--- src/rtl/debounce_sampler_if.sv ---
// Signal bundle between the debounce sampler and its user: the divided tick,
// the raw noisy input, and the debounced level with its edge pulses.
interface debounce_sampler_if;
    logic tick_in;
    logic raw_in;
    logic clean_out;
    logic rise_pulse;
    logic fall_pulse;

    modport master (
        output tick_in,
        output raw_in,
        input  clean_out,
        input  rise_pulse,
        input  fall_pulse
    );

    modport slave (
        input  tick_in,
        input  raw_in,
        output clean_out,
        output rise_pulse,
        output fall_pulse
    );
endinterface

--- src/rtl/debounce_sampler.sv ---
// Debounces a noisy asynchronous input, sampling it once per rising edge of a
// divided tick; produces a clean level plus single-cycle press/release pulses.
module debounce_sampler #(
    parameter int STABLE_SAMPLES = 4,
    parameter int CNT_BITS       = 3
) (
    input logic clk,
    input logic rst,
    debounce_sampler_if.slave bus
);

    typedef enum logic {
        STABLE,
        CHANGING
    } state_t;

    localparam logic [CNT_BITS-1:0] LAST_COUNT = CNT_BITS'(STABLE_SAMPLES - 1);
    localparam logic [CNT_BITS-1:0] ONE_COUNT  = CNT_BITS'(1);

    logic tick_s1;
    logic tick_s2;
    logic tick_prev;
    logic raw_s1;
    logic raw_s2;
    logic sample_en;

    state_t              state;
    state_t              state_next;
    logic [CNT_BITS-1:0] count;
    logic [CNT_BITS-1:0] count_next;
    logic                clean;
    logic                clean_next;
    logic                rise;
    logic                rise_next;
    logic                fall;
    logic                fall_next;

    // Two-flop synchronisers for both asynchronous inputs, plus edge history
    always_ff @(posedge clk) begin
        if (rst) begin
            tick_s1   <= 1'b0;
            tick_s2   <= 1'b0;
            tick_prev <= 1'b0;
            raw_s1    <= 1'b0;
            raw_s2    <= 1'b0;
        end else begin
            tick_s1   <= bus.tick_in;
            tick_s2   <= tick_s1;
            tick_prev <= tick_s2;
            raw_s1    <= bus.raw_in;
            raw_s2    <= raw_s1;
        end
    end

    assign sample_en = tick_s2 & ~tick_prev;

    always_ff @(posedge clk) begin
        if (rst) begin
            state <= STABLE;
            count <= '0;
            clean <= 1'b0;
            rise  <= 1'b0;
            fall  <= 1'b0;
        end else begin
            state <= state_next;
            count <= count_next;
            clean <= clean_next;
            rise  <= rise_next;
            fall  <= fall_next;
        end
    end

    // Pulses are computed alongside the flip so they land with the new level
    always_comb begin
        state_next = state;
        count_next = count;
        clean_next = clean;
        rise_next  = 1'b0;
        fall_next  = 1'b0;
        if (sample_en) begin
            case (state)
                STABLE: begin
                    if (raw_s2 == clean) begin
                        count_next = '0;
                    end else if (STABLE_SAMPLES == 1) begin
                        clean_next = raw_s2;
                        rise_next  = raw_s2;
                        fall_next  = ~raw_s2;
                        count_next = '0;
                    end else begin
                        state_next = CHANGING;
                        count_next = ONE_COUNT;
                    end
                end
                CHANGING: begin
                    if (raw_s2 == clean) begin
                        state_next = STABLE;
                        count_next = '0;
                    end else if (count == LAST_COUNT) begin
                        clean_next = raw_s2;
                        rise_next  = raw_s2;
                        fall_next  = ~raw_s2;
                        state_next = STABLE;
                        count_next = '0;
                    end else begin
                        count_next = count + ONE_COUNT;
                    end
                end
                default: begin
                    state_next = STABLE;
                    count_next = '0;
                end
            endcase
        end
    end

    assign bus.clean_out  = clean;
    assign bus.rise_pulse = rise;
    assign bus.fall_pulse = fall;

endmodule

--- src/flat_wrapper.sv ---
// flat-port wrapper written by rule: the top's interface ports become plain ports
module debounce_sampler_flat 
#(
    parameter int STABLE_SAMPLES = 4,
    parameter int CNT_BITS       = 3
)
  (clk, rst, bus_tick_in, bus_raw_in, bus_clean_out, bus_rise_pulse, bus_fall_pulse);
  debounce_sampler_if bus_i ();
  input logic clk;
  input logic rst;
  input wire logic [$bits(bus_i.tick_in)-1:0] bus_tick_in;
  input wire logic [$bits(bus_i.raw_in)-1:0] bus_raw_in;
  output wire logic [$bits(bus_i.clean_out)-1:0] bus_clean_out;
  output wire logic [$bits(bus_i.rise_pulse)-1:0] bus_rise_pulse;
  output wire logic [$bits(bus_i.fall_pulse)-1:0] bus_fall_pulse;
  assign bus_i.tick_in = bus_tick_in;
  assign bus_i.raw_in = bus_raw_in;
  assign bus_clean_out = bus_i.clean_out;
  assign bus_rise_pulse = bus_i.rise_pulse;
  assign bus_fall_pulse = bus_i.fall_pulse;
  debounce_sampler #(.STABLE_SAMPLES(STABLE_SAMPLES), .CNT_BITS(CNT_BITS)) u_core (.clk(clk), .rst(rst), .bus(bus_i));
endmodule
--- config.mk ---
export PLATFORM = sky130hd
export DESIGN_NAME = debounce_sampler_flat
export DESIGN_NICKNAME = d
export VERILOG_FILES = /design/src/rtl/debounce_sampler_if.sv /design/src/rtl/debounce_sampler.sv /design/src/flat_wrapper.sv
export SDC_FILE = /design/constraint.sdc
export NUM_CORES = 1
export LEC_CHECK = 0
export ABC_AREA = 1
export BUFFER_PORTS_ARGS = -buffer_cell sky130_fd_sc_hd__buf_2
export CORE_AREA = 2 2 39 41
export CTS_BUF_LIST = sky130_fd_sc_hd__clkbuf_2
export DETAILED_ROUTE_END_ITERATION = 10
export DIE_AREA = 0 0 41 43
export SYNTH_ARGS = -nofsm -noshare
export SYNTH_HDL_FRONTEND = slang
export SYNTH_SLANG_ARGS = --single-unit
--- constraint.sdc ---
create_clock -name clk -period 2.08 [get_ports clk]
set_clock_uncertainty 0.15 [all_clocks]
set_input_delay 0.104 -clock clk [delete_from_list [all_inputs] [get_ports clk]]
set_output_delay 0.104 -clock clk [all_outputs]
set_load 0.01 [all_outputs]
==> results.py <==
metrics = {
    "global_routing": {
        "grt_start_max_net_pins": 8,
        "antenna_found_initial": 0,
        "grt_util_all_layers_pct": 13.12,
        "grt_pass1_vias": 436,
        "gr-total-overflow": 0,
        "grt_pass1_wl_mm": 1.552,
    },
    "place": {
        "portBuffers": 6,
        "place.gp.congestion": 0.6859,
        "dpl_cell_area_sq_um": 531.8,
        "dp_hpwl_um": 567.4,
    },
    "drt": {
        "drt_iter0_markers": 5,
        "vias": 431,
        "firstDrtPassIters": 5,
        "drtAntennaViolNets": 0,
        "avgViaCountPerCell": 4.267,
        "drc": 0,
        "wl_per_cell_um": 7.842,
        "wl_um": 792,
    },
    "synthesis": {
        "synth_nets": 75,
        "ys_seq_area_share_pct": 49.87,
        "synthDistinctLibCells": 12,
        "synthCells": 70,
        "synth_top_area_share_pct": 49.87,
        "synth.avg_cell_area_sq_um": 6.882,
        "synth.yosys.warnings": 0,
        "netlist_area_sq_um": 481.7,
        "synth_top_area_cell": "dfxtp_1",
        "synth-seq-cells": 12,
        "synthTopCellsByArea": "dfxtp_1, nand2_1, inv_1",
    },
    "sta": {
        "fmax_ghz": 0.7286,
        "finalHoldViolations": 0,
        "maxSlewHeadroom_pct": 87.25,
        "period_minus_slack_ps": 1372,
        "fin_tns_setup_ps": 0,
        "worst_pin_slew_ps": 190.9,
        "period_share_pct": 65.99,
        "slew_violations": 0,
        "rsz0062_at_grt": "false",
        "finalSetupViolations": 0,
    },
    "power_and_ir_drop": {
        "power_switching_uw": 94.51,
        "power_frac_comb_pct": 6.4,
        "internal_power_uw": 288.3,
        "power_density_nw_per_um2": 637.4,
        "leakage_nw": 0.2954,
        "netSwitchingFraction_pct": 24.69,
        "vdd_drop_max_uv": 312.5,
        "clkPwrFrac_pct": 31.7,
        "seq_power_share_pct": 61.9,
    },
    "worst_setup_path": {
        "cpPeakStageDelay_ps": 550,
        "startpoint_type": "input pin",
        "cpMostUsedCell": "dlygate4sd3_1",
        "reg2regPathDepth": 7,
        "worst_ep_required_time_ps": 2100,
        "path_class": "in -> reg",
        "cp_slowest_cell": "dlygate4sd3_1",
        "end_kind": "flop",
        "crit_chain": "dlygate4sd3_1 > buf_2 > nor2_1 > dlygate4sd3_1",
        "critPathMaxFanout": 7,
        "critPathArrivalTime_ps": 1390,
    },
    "outcome": {
        "status": "complete, no violations",
    },
    "finish": {
        "n_antenna_cell": 0,
        "drive_gt1_share_pct": 14.12,
        "final_net_count": 91,
        "fill_cells": 160,
        "final_area_sq_um": 600.6,
        "syn_to_final_growth_pct": 24.68,
    },
    "floorplanning": {
        "dieArea_sq_um": 1763,
        "start_util_pct": 34.81,
        "die_w_um": 41,
        "die_h_um": 43,
        "core_sq_um": 1384,
        "io_pins": 7,
        "fp-row-count": 14,
    },
    "clock_network": {
        "clock-sinks": 12,
        "clockBufferDepth": 2,
        "clk_latency_ps": 270,
        "ctsHtreeMaxLevel": 1,
        "cts_root_buffer": "clkbuf_2",
        "numCtsBuffers": 3,
        "path_clk_slew_ps": 120,
        "cts_tree": "yes",
    },
    "min_path": {
        "holdPathStages": 2,
        "holdCritPathClass": "reg -> reg",
    },
    "job": {
        "cap_violations": 0,
    },
}
routing by layer:
layer	up-vias	routed length [um]	global-route usage, %
met5	-	0	0
met4	0	24	10.00
met3	4	28	3.141
met2	10	358	20.31
met1	182	381	14.38
li1	235	-	-
cells in the final DEF, fill, tap and decap left out, drive strengths merged:
| cell | Yosys | final |
|---|---|---|
| o21ai | 2 | 2 |
| a21oi | 1 | 1 |
| inv | 15 | 15 |
| nand3 | 4 | 4 |
| ha | 1 | 1 |
| buf | 0 | 6 |
| nor3 | 1 | 1 |
| nor2 | 14 | 14 |
| dfxtp | 12 | 12 |
| nand2 | 20 | 20 |
| clkbuf | 0 | 3 |
| clkinv | 0 | 1 |
| dlygate4sd3 | 0 | 5 |
Yosys cell counts (all sizes together):
master,instances
nand2,20
inv,15
nor2,14
dfxtp,12
nand3,4
o21ai,2
a21oi,1
ha,1
nor3,1
state kept, by name, summed over array words and instances, names as in the netlist:
| signal | flops |
|---|---|
| u_core.tick_s1 | 1 |
| u_core.state | 1 |
| u_core.raw_s1 | 1 |
| u_core.bus.rise_pulse | 1 |
| u_core.count | 3 |
| u_core.raw_s2 | 1 |
| u_core.tick_s2 | 1 |
| u_core.tick_prev | 1 |
| u_core.bus.clean_out | 1 |
| u_core.bus.fall_pulse | 1 |
final timing paths:
| check | from | slack (ps) | endpoint |
|---|---|---|---|
| worst max register to register | u_core.count[0]$_SDFFE_PP0P_ | 860 | u_core.bus.fall_pulse$_SDFF_PP0_ |
| worst min-delay path | u_core.raw_s1$_SDFF_PP0_ | 260 | u_core.raw_s2$_SDFF_PP0_ |
| worst min register to register | u_core.raw_s1$_SDFF_PP0_ | 260 | u_core.raw_s2$_SDFF_PP0_ |
| worst max-delay path | rst | 710 | u_core.raw_s1$_SDFF_PP0_ |
worst max-delay path, delay by kind of cell:
family        cells  cell delay (ps)
simple gates      1               60
buf+inv           3             1230
layout make-up:
| class | count | area, sq um | share of cell area [%] |
|---|---|---|---|
| clock buffers | 3 | 15.01 | 2.500 |
| clock inverters | 1 | 3.754 | 0.6250 |
| inverters | 15 | 56.30 | 9.375 |
| multi-input cells | 43 | 185.2 | 30.83 |
| flip-flops and latches | 12 | 240.2 | 40.00 |
| well taps | 16 | 20.02 | 3.333 |
| repair buffers | 11 | 80.08 | 13.33 |
kinds of logic after synthesis:
logic type	Yosys count	synth area share, %
flip-flops	12	49.87
buffers and inverters	15	11.69
AND/OR/NAND/NOR	39	32.72
AO/OA/AOI/OAI	3	3.114
adder cells (fa/ha/maj)	1	2.597
timing repair:
item / 4_1_cts / 5_1_grt
hold endpoints to repair: 5 / 0
resized for setup: 0 / 0
hold buffers: 5 / 0
setup buffers: 0 / 0
stage by stage:
stage	total power, mW	hold WS (ps)	utilization (%)	std cells	setup slack (ps)
final	0.3828	264.6	43.40	101	707.5
after global routing	0.4073	300.0	43.40	101	663.5
after CTS	0.3870	264.9	43.40	101	705.0
after detailed placement	0.2597	165.0	38.43	92	855.7
after global placement	0.2594	154.6	38.43	92	860.4
after floorplan	0.2524	25.18	-	70	940.0
power by group through the flow:
stage	logic, mW	registers (mW)	clock network, mW
floorplan	0.0108	0.242	0
global placement	0.0174	0.242	0
detailed placement	0.0176	0.242	0
CTS	0.0247	0.237	0.125
global route	0.0285	0.238	0.141
finish	0.0244	0.237	0.121
(Power assumes the default switching activity.)
